==> config.mk <==
export PLATFORM = sky130hd
export DESIGN_NAME = rf_read_port
export DESIGN_NICKNAME = d
export VERILOG_FILES = /design/src/rtl/rf_pkg.sv /design/src/rtl/rf_operand_sel.sv /design/src/rtl/rf_read_port.sv
export SDC_FILE = /design/constraint.sdc
export NUM_CORES = 1
export LEC_CHECK = 0
export ABC_AREA = 1
export CORE_MARGIN = 2
export CORE_UTILIZATION = 45
export CTS_CLUSTER_DIAMETER = 150
export CTS_CLUSTER_SIZE = 25
export DETAILED_ROUTE_END_ITERATION = 12
export PLACE_DENSITY = 0.79
export SLEW_MARGIN = 25
export SYNTH_ARGS = -nofsm -noshare
export SYNTH_HDL_FRONTEND = slang
export SYNTH_SLANG_ARGS = --single-unit
==> constraint.sdc <==
create_clock -name clk -period 3.63 [get_ports clk]
set_input_delay 0.726 -clock clk [delete_from_list [all_inputs] [get_ports clk]]
set_output_delay 0.726 -clock clk [all_outputs]
set_load 0.05 [all_outputs]
==> src/rtl/rf_pkg.sv <==
// Shared types for the 16x16 register file and its read-side agent.
// The entry struct is the unit stored in the read-port response FIFO.
package rf_pkg;

   localparam int NUM_REGS = 16;
   localparam int DATA_W   = 16;
   localparam int ADDR_W   = $clog2(NUM_REGS);

   typedef logic [ADDR_W-1:0] rf_idx_t;
   typedef logic [DATA_W-1:0] rf_word_t;

   typedef struct packed {
      rf_idx_t  src1;
      rf_idx_t  src2;
      rf_word_t data1;
      rf_word_t data2;
   } rd_entry_t;

endpackage

==> src/rtl/rf_operand_sel.sv <==
// Operand source select: zero register, then snooped write, then current data.
// Used both for capture from the file and for refreshing buffered operands.
module rf_operand_sel #(
   parameter int DATA_W      = 16,
   parameter int ADDR_W      = 4,
   parameter bit ZERO_REG_EN = 1'b0
) (
   input  logic [ADDR_W-1:0] src,
   input  logic [DATA_W-1:0] cur_data,
   input  logic              wr_en,
   input  logic [ADDR_W-1:0] wr_addr,
   input  logic [DATA_W-1:0] wr_data,
   output logic [DATA_W-1:0] sel_data
);

   logic is_zero;
   logic wr_hit;

   assign is_zero = ZERO_REG_EN && (src == '0);
   assign wr_hit  = wr_en && (wr_addr == src) && !is_zero;

   always_comb begin
      if (is_zero)     sel_data = '0;
      else if (wr_hit) sel_data = wr_data;
      else             sel_data = cur_data;
   end

endmodule

==> src/rtl/rf_read_port.sv <==
// Read-side agent for the register file: issues read addresses, captures both
// operands into a response FIFO and keeps buffered operands coherent with writes.
module rf_read_port #(
   parameter int DATA_W      = rf_pkg::DATA_W,
   parameter int ADDR_W      = rf_pkg::ADDR_W,
   parameter int DEPTH       = 2,
   parameter bit ZERO_REG_EN = 1'b0
) (
   input  logic              clk,
   input  logic              rst_n,
   input  logic              req_valid,
   output logic              req_ready,
   input  logic [ADDR_W-1:0] req_src1,
   input  logic [ADDR_W-1:0] req_src2,
   output logic [ADDR_W-1:0] rf_addr1,
   output logic [ADDR_W-1:0] rf_addr2,
   input  logic [DATA_W-1:0] rf_data1,
   input  logic [DATA_W-1:0] rf_data2,
   input  logic              wr_en,
   input  logic [ADDR_W-1:0] wr_addr,
   input  logic [DATA_W-1:0] wr_data,
   output logic              rsp_valid,
   input  logic              rsp_ready,
   output logic [DATA_W-1:0] rsp_data1,
   output logic [DATA_W-1:0] rsp_data2
);

   import rf_pkg::*;

   localparam int PTR_W = $clog2(DEPTH);
   localparam int CNT_W = $clog2(DEPTH + 1);

   rd_entry_t         mem_q [DEPTH];
   rd_entry_t         mem_d [DEPTH];
   logic [PTR_W-1:0]  rd_ptr_q, rd_ptr_d;
   logic [PTR_W-1:0]  wr_ptr_q, wr_ptr_d;
   logic [CNT_W-1:0]  count_q, count_d;
   logic              push, pop;
   logic [DATA_W-1:0] cap1, cap2;
   logic [DATA_W-1:0] ref1 [DEPTH];
   logic [DATA_W-1:0] ref2 [DEPTH];

   // Slot idx holds a live entry when its distance from the head is below the count.
   function automatic logic is_live(input logic [PTR_W-1:0] idx,
                                    input logic [PTR_W-1:0] head,
                                    input logic [CNT_W-1:0] cnt);
      logic [PTR_W-1:0] offs;
      offs = idx - head;
      return CNT_W'(offs) < cnt;
   endfunction

   assign rf_addr1  = req_src1;
   assign rf_addr2  = req_src2;
   assign req_ready = (count_q != CNT_W'(DEPTH));
   assign rsp_valid = (count_q != '0);
   assign push      = req_valid && req_ready;
   assign pop       = rsp_valid && rsp_ready;

   rf_operand_sel #(.DATA_W(DATA_W), .ADDR_W(ADDR_W), .ZERO_REG_EN(ZERO_REG_EN)) u_cap1 (
      .src(req_src1), .cur_data(rf_data1), .wr_en(wr_en), .wr_addr(wr_addr),
      .wr_data(wr_data), .sel_data(cap1)
   );

   rf_operand_sel #(.DATA_W(DATA_W), .ADDR_W(ADDR_W), .ZERO_REG_EN(ZERO_REG_EN)) u_cap2 (
      .src(req_src2), .cur_data(rf_data2), .wr_en(wr_en), .wr_addr(wr_addr),
      .wr_data(wr_data), .sel_data(cap2)
   );

   // Refresh candidates: each stored operand re-selected against the current write.
   for (genvar g = 0; g < DEPTH; g++) begin : g_refresh
      rf_operand_sel #(.DATA_W(DATA_W), .ADDR_W(ADDR_W), .ZERO_REG_EN(ZERO_REG_EN)) u_ref1 (
         .src(mem_q[g].src1), .cur_data(mem_q[g].data1), .wr_en(wr_en),
         .wr_addr(wr_addr), .wr_data(wr_data), .sel_data(ref1[g])
      );
      rf_operand_sel #(.DATA_W(DATA_W), .ADDR_W(ADDR_W), .ZERO_REG_EN(ZERO_REG_EN)) u_ref2 (
         .src(mem_q[g].src2), .cur_data(mem_q[g].data2), .wr_en(wr_en),
         .wr_addr(wr_addr), .wr_data(wr_data), .sel_data(ref2[g])
      );
   end

   always_comb begin
      // NOTE: every output of a combinational block gets a default first so no path infers a latch.
      rd_ptr_d = rd_ptr_q + PTR_W'(pop);
      wr_ptr_d = wr_ptr_q + PTR_W'(push);
      count_d  = count_q + CNT_W'(push) - CNT_W'(pop);
      for (int i = 0; i < DEPTH; i++) begin
         mem_d[i] = mem_q[i];
         if (is_live(PTR_W'(i), rd_ptr_q, count_q) && !(pop && PTR_W'(i) == rd_ptr_q)) begin
            mem_d[i].data1 = ref1[i];
            mem_d[i].data2 = ref2[i];
         end
         // The write slot is never live while there is room, so capture cannot collide with refresh.
         if (push && PTR_W'(i) == wr_ptr_q) begin
            mem_d[i].src1  = req_src1;
            mem_d[i].src2  = req_src2;
            mem_d[i].data1 = cap1;
            mem_d[i].data2 = cap2;
         end
      end
   end

   // NOTE: sequential state uses non-blocking assignments so every flop samples pre-edge values.
   always_ff @(posedge clk or negedge rst_n) begin
      if (!rst_n) begin
         rd_ptr_q  <= '0;
         wr_ptr_q  <= '0;
         count_q   <= '0;
         rsp_data1 <= '0;
         rsp_data2 <= '0;
         // NOTE: the entry storage is reset too, so no stale operand survives a reset.
         for (int i = 0; i < DEPTH; i++) mem_q[i] <= '0;
      end else begin
         rd_ptr_q <= rd_ptr_d;
         wr_ptr_q <= wr_ptr_d;
         count_q  <= count_d;
         mem_q    <= mem_d;
         // When the FIFO drains the outputs keep the last popped operands.
         if (count_d != '0) begin
            rsp_data1 <= mem_d[rd_ptr_d].data1;
            rsp_data2 <= mem_d[rd_ptr_d].data2;
         end
      end
   end

endmodule

**After elaboration in Yosys (flattened, before gate mapping)**

Index checks and enable logic that the tools add are counted.
W data, S select, Z words.

- Memories: 0
- Input bits: 65
- ROM bits: 0
- Word-level logic and storage cells: 63
- Bits in latches: 0
- Bits in registers: 116
- RAM bits: 0

- Reduce and logical (&&, ||, !) cells: 18
- Bitwise gates (word level): 3
- $lt $le $gt $ge: 3
- Multipliers: 0
- Divide/modulo/power cells: 0
- Multiplexer cells: 13
- Shift-type cells: 0
- Add/sub/neg operators: 6
- Eq/ne operators: 7

Operator list:

| kind | count |
|---|---|
| $mux W32 | 5 |
| $mux W16 | 6 |
| $mux W40 | 2 |
| $eq A4 B4 Y1 | 6 |
| $logic_and A1 B1 Y1 | 14 |
| $lt A1 B2 Y1 | 2 |
| $reduce_bool A2 Y1 | 2 |
| $add A1 B1 Y1 | 2 |
| $add A2 B1 Y2 | 1 |
| $ge A2 B2 Y1 const B | 1 |
| $logic_not A1 Y1 | 2 |
| $ne A2 B2 Y1 const B | 1 |
| $not A1 Y1 | 2 |
| $not A1 Y2 | 1 |
| $sub A1 B1 Y1 const A | 2 |
| $sub A2 B1 Y2 | 1 |

**Logic depth before layout (Yosys ltp)**

Gate-level depths: netlist of the first run.

- Depth after elaboration: 10
- Mapped depth: 13
- Mapped depth without buffers: 12

**Hierarchy**

A second synthesis of the first run with hierarchy kept.

- Cell total of the unflattened synthesis: 1,274
- Area, all modules: 8,620.8 um^2

By module, submodules not included:

| module | area each (um^2) | cells each | sequential area each (um^2) | instances |
|---|---|---|---|---|
| rf_read_port | 6,083.3 | 830 | 2,902.8 | 1 |
| rf_operand_sel | 422.9 | 74 | 0.0 | 6 |

**Least setup slack after synthesis of the first run**

No wires, ideal clock.

- Path type: register -> register
- From: register count_q[0]
- To: register rsp_data1[0]
- Arrival time: 2.301 ns
- Data required time: 3.512 ns
- Setup time: 0.118 ns
- Setup slack: 1.211 ns
- Stages on the path, launching flop included: 14
- Buffers on the path: 1
- Period minus slack after synthesis: 2.419 ns
- Cells stage by stage: dfrtp_1 inv_1 nand2_1 nand2_1 ha_1 inv_1 ha_1 xnor2_1 xor2_1 nor2_1 inv_1 buf_2 nand3_1 nand2_1

RTL lines:

| what | line | text |
|---|---|---|
| from (decl) | rf_read_port.sv:37 | `logic [CNT_W-1:0] count_q, count_d;` |
| from (signal assigned) | rf_read_port.sv:115 | `count_q <= count_d;` |
| $ne A2 B2 Y1 | rf_read_port.sv:54 | `assign req_ready = (count_q != CNT_W'(DEPTH));` |
| via req_ready | rf_read_port.sv:12 | `output logic req_ready,` |
| $logic_and A1 B1 Y1 | rf_read_port.sv:56 | `assign push = req_valid && req_ready;` |
| $add A2 B1 Y2 | rf_read_port.sv:85 | `count_d = count_q + CNT_W'(push) - CNT_W'(pop);` |
| $sub A2 B1 Y2 | rf_read_port.sv:85 |  |
| via count_d[1] | rf_read_port.sv:37 |  |
| $reduce_bool A2 Y1 | rf_read_port.sv:118 | `if (count_d != '0) begin` |
| to (signal assigned) | rf_read_port.sv:119 | `rsp_data1 <= mem_d[rd_ptr_d].data1;` |
| to (decl) | rf_read_port.sv:24 | `output logic [DATA_W-1:0] rsp_data1,` |

The timed path passes the listed nets, and every way through them passes these cells. The select of a mux whose other input is x is not followed.
A chain may end at the register's enable or synchronous reset.

**Worst setup path in the final report of the first run**

- From: input req_src2[3]
- To: output rf_addr2[3]

RTL lines:

| what | line | text |
|---|---|---|
| from (decl) | rf_read_port.sv:14 | `input logic [ADDR_W-1:0] req_src2,` |
| to (decl) | rf_read_port.sv:16 | `output logic [ADDR_W-1:0] rf_addr2,` |

No word-level cell between the ends.

==> key figures, run 1 <==
STA
  • Final hold slack: 0.2554 ns
  • Setup TNS: 0 ns
  • Tcrit/Tclk final: 79.38%
  • RSZ-0062 raised after global routing: false
  • Final setup viols: 0
  • Final setup skew: 0.006438 ns
  • Final Hold Viols: 0
  • Slew headroom: 57.39%
  • Pins over their slew limit: 0
  • Fin crit period: 2.882 ns
  • Fmax: 347.0 MHz
  • Actual slew at the worst max-slew pin: 0.6392 ns

Floorplanning
  • Chip Height: 131.4 microns
  • Die area: 17250 sq um
  • Core box area: 15890 sq um
  • # IOs: 107
  • Die W: 131.4 microns
  • Rows: 46
  • Initial Util: 45.94%

Logic synthesis
  • Top_reg_cell synth: dfrtp_1
  • Post-synth cell types: 29
  • Yosys top cell area share: 39.77%
  • Synth Net Count: 1071
  • Sequential element share of the synthesized area: 39.77%
  • Synth Register Bits: 116
  • Syn avg cell area: 7.298 sq um
  • Number of synthesis warnings: 0
  • Mapped Cells: 1000
  • Synth top cells by count: nand2_1, nand3_1, inv_1, dfrtp_1, nand4_1
  • Synth area leader: dfrtp_1
  • Async SR Flop Fraction: 100.0%
  • Mapped Area: 7298 sq um
  • EDFF count, synth: 0
  • Top post-synthesis cells by area: dfrtp_1, nand3_1, nand2_1

Layout
  • N_diodes: 0
  • Final Non-Filler Cells: 1316
  • P&R area growth vs syn: 24.19%
  • Final net count: 1158
  • Final core occ: 57.06%
  • Register area: 2903 sq um
  • Area occupied by multi-input gates: 3497 sq um
  • Fill cells: 1448
  • Layout cells sized above 1: 11.73%

Power and ir drop
  • LEAKAGE: 4.715 nW
  • Flop pwr share: 25.6%
  • Pwr/cell area: 985.7 nW/um^2
  • Pint: 0.004697 W
  • Worst vdd rail ir drop: 0.4501 mV
  • Design Power: 0.008934 W
  • Clk pwr share: 19.7%
  • Sw Share: 47.42%
  • Combinational share of power: 54.7%
  • Switch Pwr: 0.004237 W

GRT
  • Global-route wire length before repair: 34590 microns
  • Largest net degree at the start of global routing: 82
  • Overflow after GRT: 0
  • Initial antenna violation count: 0
  • All-Layer GR Usage: 25.05%
  • Vias in the first global route: 6978

Critical path
  • CP max-delay cell: clkdlybuf4s50_1
  • CP top delay family: buffers and inverters
  • CP endpoint kind: output pin
  • Worst path max stage delay: 0.85 ns
  • CP Data Required Time: 2.90 ns
  • R2R cell count: 11
  • CP bufs+invs: 2
  • Worst path cell trace: clkdlybuf4s50_1 -> clkdlybuf4s50_1
  • WP depth: 2
  • Top cell by count, worst path: clkdlybuf4s50_1
  • Critical path class: in -> out
  • CP max FO: 5
  • Startpoint Class: input pin
  • Crit path arrival time: 2.16 ns

Clocking
  • Maximum clock insertion buffer count: 2
  • Inserted Clock Buffers: 17
  • Clock-pin slew on the worst setup and hold paths: 0.06 ns
  • Sink Count: 116
  • Clock latency reported for the late side of the worst-skew pair: 0.43 ns
  • Clock root buffer master: clkbuf_16
  • Postcts setup bufs: 0
  • CTS tree: yes
  • Post-CTS Hold Fix Bufs: 0
  • Htree depth: 4
  • # resized after CTS: 0

Place
  • Post-DP HPWL: 13870 microns
  • I/O Buffers: 106
  • Placed cells: 1284
  • Placer's final routability congestion estimate: 0.8488

Routing
  • Drt via density: 5.429
  • DRC: 0
  • First-pass DRT Iterations: 5
  • Post-Route WL: 21600 microns
  • DR vias: 7144
  • Final ANT Viol Nets: 0
  • Initial DRC count: 978
  • Drt wl/cell: 16.41 microns

Run status
  • Status: finished, final reports clean

Flow run
  • Max-cap violations: 0

Min path
  • Worst hold path class: in -> async
## final timing paths
kind,from,endpoint,slack [ns]
worst min-delay path,rst_n,count_q[0],0.26
worst min register to register,rsp_data1[2],rsp_data1[2],0.48
max in group asynchronous,rst_n,rsp_data1[9],2.55
worst max-delay path,req_src2[3],rf_addr2[3],0.75
min in group clk,rsp_data1[2],rsp_data1[2],0.48
worst max register to register,count_q[1],rsp_data1[4],1.29
## flip-flops by register name (all words and copies together) (netlist names)
register,flops
rsp_data2,16
rsp_data1,16
wr_ptr_q,1
mem_q,80
count_q,2
rd_ptr_q,1
## kinds of logic after synthesis
| group | synth area share, % |
|---|---|
| AOI/OAI and AO/OA | 1.903 |
| xor gates and xnor gates | 0.2401 |
| adders and majority gates | 1.029 |
| buffers and inverters | 12.34 |
| DFF | 39.77 |
| and+or+nand+nor | 44.71 |
## metal layers
| metal | part of all wire (%) | track usage, % |
|---|---|---|
| met4 | 2.7 | 11.41 |
| met2 | 49 | 41.61 |
| met1 | 40 | 31.36 |
| met3 | 8.4 | 5.363 |
| met5 | 0 | 0 |
## metrics by stage
step / setup WS (ns) / cell area, sq um
floorplan: 1.211 / 7298
global placement: 0.7128 / 8452
detailed placement: 0.6711 / 8452
CTS: 0.7497 / 9064
global route: 0.7342 / 9064
finish: 0.7485 / 9064
## cell usage in the layout, fill, tap and decap left out, types with 7 or more instances in the layout
master,netlist,routed
nand2_1,272,272
nand3_1,272,272
inv_1,139,139
dfrtp_1,116,116
clkdlybuf4s50_1,0,105
nand4_1,32,32
nand3_2,20,20
nand2_2,18,18
buf_4,16,18
clkbuf_16,0,17
o21ai_0,16,16
nand2_4,13,13
nor2_4,10,10
inv_2,7,7
## final cells by class
| type | instances | share of cell area, % |
|---|---|---|
| multi-input cells | 679 | 38.58 |
| well taps | 216 | 2.982 |
| repair buffers | 125 | 13.53 |
| clock buffers | 22 | 5.342 |
| inverters | 148 | 6.129 |
| flip-flops and latches | 116 | 32.03 |
| clock inverters | 10 | 1.408 |
## power by group through the flow
stage,combinational (W),sequential (W),clock (W)
after floorplan,0.00286,0.00287,0
after global placement,0.00468,0.00227,0
after detailed placement,0.00482,0.00229,0
after CTS,0.00485,0.00228,0.00176
after global routing,0.00532,0.00234,0.00182
final,0.00489,0.00229,0.00176
Power figures use the tool's default switching activity.
==> run 2: changes to the inputs <==
Clock period 3.63 ns to 3 ns, I/O delays scaled along.
==> key figures, run 2 (synthesis gave the netlist of run 1 again) <==
Layout
  • Largest reg by FF count: mem_q
  • Area occupied by multi-input gates: 3497 sq um
  • Final net count: 1168
  • Fill cells: 1480
  • Register area: 2903 sq um
  • Final Non-Filler Cells: 1321
  • Max reg flops: 80
  • Commonest non-fill, non-tap cells in the layout: nand2_1, nand3_1, inv_1, dfrtp_1, clkdlybuf4s50_1
  • Final core occ: 57.20%
  • Top Registers: mem_q x80, rsp_data1 x16, rsp_data2 x16
  • P&R area growth vs syn: 24.50%
  • N_diodes: 0
  • Layout cells sized above 1: 12.22%

Critical path
  • Crit path arrival time: 2.04 ns
  • CP bufs+invs: 2
  • CP Data Required Time: 2.40 ns
  • CP top delay family: buffers and inverters
  • CP max FO: 5
  • Worst path cell trace: clkdlybuf4s50_1 -> clkdlybuf4s50_1
  • R2r setup slk: 0.80 ns
  • Startpoint Class: input pin
  • Worst path max stage delay: 0.85 ns
  • WP depth: 2
  • RR Endpoint: rsp_data1[13]
  • CP endpoint: rf_addr2[2]
  • Critical Path Start: req_src2[2]
  • Worst reg2reg startpoint: count_q[1]
  • Critical path class: in -> out
  • CP endpoint kind: output pin
  • CP max-delay cell: clkdlybuf4s50_1
  • R2R cell count: 10
  • Top cell by count, worst path: clkdlybuf4s50_1

Routing
  • Drt wl/cell: 16.01 microns
  • Post-Route WL: 21150 microns
  • First-pass DRT Iterations: 5
  • DR vias: 7024
  • DRC: 0
  • Initial DRC count: 828
  • Final ANT Viol Nets: 0
  • Drt via density: 5.317

GRT
  • Global-route wire length before repair: 35210 microns
  • Overflow after GRT: 0
  • Largest net degree at the start of global routing: 54
  • Vias in the first global route: 6993
  • All-Layer GR Usage: 25.34%
  • Initial antenna violation count: 0

Floorplanning
  • Initial Util: 45.94%
  • Die area: 17250 sq um
  • Chip Height: 131.4 microns
  • Rows: 46
  • Die W: 131.4 microns
  • Core box area: 15890 sq um
  • # IOs: 107

Power and ir drop
  • Pwr/cell area: 1174 nW/um^2
  • Worst vdd rail ir drop: 0.5547 mV
  • LEAKAGE: 4.735 nW
  • Design Power: 0.01067 W

Clocking
  • Htree depth: 4
  • Sink Count: 116
  • # resized after CTS: 0
  • Clock root buffer master: clkbuf_16
  • Inserted Clock Buffers: 17
  • Postcts setup bufs: 0
  • Maximum clock insertion buffer count: 2
  • Clock-pin slew on the worst setup and hold paths: 0.05 ns
  • Post-CTS Hold Fix Bufs: 0
  • CTS tree: yes
  • Clock latency reported for the late side of the worst-skew pair: 0.42 ns

STA
  • Tcrit/Tclk final: 88.01%
  • Final setup viols: 0
  • Final Hold Viols: 0
  • Fmax: 378.7 MHz
  • Final setup skew: 0.008591 ns
  • RSZ-0062 raised after global routing: false
  • Actual slew at the worst max-slew pin: 0.5226 ns
  • Setup TNS: 0 ns
  • Final hold slack: 0.1553 ns
  • Slew headroom: 65.16%
  • Fin crit period: 2.640 ns
  • Pins over their slew limit: 0

Place
  • Placer's final routability congestion estimate: 0.8642
  • Placed cells: 1294
  • I/O Buffers: 106
  • Post-DP HPWL: 14070 microns

Flow run
  • Max-cap violations: 0

Run status
  • Status: finished, final reports clean

Min path
  • Worst hold path class: in -> async
-- run 2: changes by cell type in the layout (fill, tap and decap cells not counted), sizes merged --
cell	before	now
bufinv	3	1
buf	20	30
clkinv	8	5
-- run 2: where the power goes --
part           switching (W)  internal [W]
clock               0.000696       0.00122
combinational        0.00401       0.00199
sequential          0.000337       0.00242
-- run 2: final cells by class --
class	count	share of cell area [%]
Clock buffer	22	5.439
Clock inverter	5	0.5784
Inverter	148	6.114
Multi-Input combinational cell	679	38.49
Sequential cell	116	31.95
Tap cell	216	2.974
Timing Repair Buffer	135	14.46
-- run 2: worst min-delay path by stage --
stage            startpoint       endpoint  slack, ns
2_1_floorplan         rst_n     count_q[0]       0.30
3_3_place_gp   rsp_data1[6]   rsp_data1[6]       0.46
5_1_grt               rst_n  rsp_data2[12]       0.20
3_5_place_dp   rsp_data2[5]   rsp_data2[5]       0.47
6_report              rst_n     count_q[0]       0.16
4_1_cts               rst_n     count_q[0]       0.17
-- run 2: metal layers --
layer	track usage, %	vias to the layer above	part of all wire (%)
met1	32.34	3296	42
li1	-	3407	-
met4	9.964	0	1.5
met2	42.60	296	49
met5	0	-	0
met3	4.784	25	6.8
-- run 2: per-stage QoR --
stage / cell area (sq um) / setup WS, ns
detailed placement: 8539 / 0.2914
floorplan: 7298 / 0.5811
global placement: 8539 / 0.3160
CTS: 9086 / 0.3578
finish: 9086 / 0.3596
global route: 9086 / 0.3240
==> run 3: changes to the inputs <==
Settings changed: GPL_TIMING_DRIVEN set to 0.
==> key figures, run 3 (synthesis gave the netlist of run 1 again) <==
STA
  • Final hold slack: 0.06561 ns
  • RSZ-0062 raised after global routing: false
  • Fmax: 371.0 MHz
  • Actual slew at the worst max-slew pin: 0.6537 ns
  • Final setup viols: 0
  • Final Hold Viols: 0
  • Tcrit/Tclk final: 89.84%
  • Worst setup margin: 0.3047 ns
  • Fin crit period: 2.695 ns
  • Pins over their slew limit: 0
  • Slew headroom: 56.42%
  • Final setup skew: 0.008072 ns

GRT
  • Overflow after GRT: 0
  • All-Layer GR Usage: 25.60%
  • Global-route wire length before repair: 35490 microns
  • Initial antenna violation count: 0
  • Largest net degree at the start of global routing: 73
  • Vias in the first global route: 7239

Run status
  • Violated checks: DRC
  • Status: finished, violations left

Layout
  • N_diodes: 0
  • Final Non-Filler Cells: 1355
  • P&R area growth vs syn: 26.92%
  • Commonest non-fill, non-tap cells in the layout: nand2_1, nand3_1, inv_1, dfrtp_1, clkdlybuf4s50_1
  • Max reg flops: 80
  • Largest reg by FF count: mem_q
  • Top Registers: mem_q x80, rsp_data1 x16, rsp_data2 x16
  • Final net count: 1197
  • Layout cells sized above 1: 13.26%
  • Post-route design area: 9263 sq um

Min path
  • Worst hold path class: in -> async

Critical path
  • R2r setup slk: 0.39 ns
  • CP endpoint kind: output pin
  • Startpoint Class: input pin
  • Worst reg2reg startpoint: count_q[1]
  • CP Data Required Time: 2.40 ns
  • Worst path cell trace: clkdlybuf4s50_1 -> buf_4 -> clkdlybuf4s50_1
  • Worst path max stage delay: 0.79 ns
  • Top cell by count, worst path: clkdlybuf4s50_1
  • Critical Path Start: req_src2[3]
  • Crit path arrival time: 2.10 ns
  • CP max FO: 5
  • Critical path class: in -> out
  • R2R cell count: 10
  • RR Endpoint: rsp_data2[2]
  • CP endpoint: rf_addr2[3]
  • CP max-delay cell: clkdlybuf4s50_1

Clocking
  • Post-CTS Hold Fix Bufs: 0
  • Sink Count: 116
  • Clock-pin slew on the worst setup and hold paths: 0.05 ns
  • Maximum clock insertion buffer count: 2
  • Clock latency reported for the late side of the worst-skew pair: 0.43 ns
  • Inserted Clock Buffers: 17
  • CTS tree: yes
  • Clock root buffer master: clkbuf_16
  • Htree depth: 4

Routing
  • Final ANT Viol Nets: 0
  • DR vias: 7256
  • Initial DRC count: 944
  • Drt wl/cell: 15.77 microns
  • Post-Route WL: 21370 microns
  • Drt via density: 5.355
  • DRC: 1
  • First-pass DRT Iterations: 13

Power and ir drop
  • Pint: 0.005681 W
  • Worst vdd rail ir drop: 0.8381 mV
  • LEAKAGE: 4.830 nW
  • Clk pwr share: 19.0%
  • Design Power: 0.01086 W
  • Pwr/cell area: 1172 nW/um^2
  • Switch Pwr: 0.005179 W
  • Sw Share: 47.69%
  • Combinational share of power: 55.7%
  • Flop pwr share: 25.3%

Place
  • Post-DP HPWL: 15040 microns
  • Placed cells: 1323
  • Placer's final routability congestion estimate: 0.8962
  • Placement Setup Slack: -0.3050 ns
  • Placement Cell Area: 8662 sq um
  • I/O Buffers: 106

Floorplanning
  • Die area: 17250 sq um
  • Core box area: 15890 sq um
  • Die W: 131.4 microns
  • Chip Height: 131.4 microns
  • Initial Util: 45.94%
  • # IOs: 107
  • Rows: 46

Flow run
  • Max-cap violations: 0
[run 3: cell count changes in the layout (fill, tap and decap cells not counted), sizes merged]
cell / change
clkbuf: +15
bufinv: +1
buf: +15
clkinvlp: +1
clkinv: +2
[run 3: how the worst min path moves through the flow]
stage | slack [ns] | cells after the start | end
global placement | 0.46 | 2 | rsp_data2[4]
detailed placement | 0.47 | 2 | rsp_data1[7]
finish | 0.07 | 1 | count_q[0]
floorplan | 0.30 | 0 | count_q[0]
global route | 0.09 | 1 | count_q[0]
CTS | 0.07 | 1 | count_q[0]
[run 3: worst max-delay path: cells and delay by family]
family                 cells  cell delay, ns
buffers and inverters      3            1.49
[run 3: per-layer routing]
metal | wire length (microns) | GRT usage, % | vias to the layer above
li1 | - | - | 3471
met1 | 8931 | 32.34 | 3364
met2 | 10230 | 42.51 | 364
met3 | 1649 | 4.745 | 57
met4 | 554 | 12.20 | 0
met5 | 0 | 0 | -
[run 3: through the flow]
stage / util (%) / setup TNS (ns)
6_report: 58.31 / 0
2_1_floorplan: - / 0
3_3_place_gp: 54.32 / -389.39
5_1_grt: 58.31 / 0
3_5_place_dp: 54.53 / -7.994
4_1_cts: 58.29 / 0
[run 3: timing repair]
action	4_1_cts	5_1_grt
endpoints found under the setup margin	0	30
gates resized for setup	0	1
setup buffers	0	0
[run 3: cell type report]
type,count,area (sq um)
inverter,148,555.5
tap,216,270.3
sequential,116,2903
timing repair buffer,107,1094
clock buffer,23,498.0
fill,1463,6623
buffer,57,345.3
multi-input combinational,679,3497
clock inverter,9,100.1
[run 3: power by group through the flow]
stage	Sequential (W)	Combinational [W]	Clock, W
after floorplan	0.00348	0.00345	0
after global placement	0.00274	0.00582	0
after detailed placement	0.00276	0.00594	0
after CTS	0.00275	0.00598	0.00208
after global routing	0.00283	0.00670	0.00214
final	0.00275	0.00605	0.00207
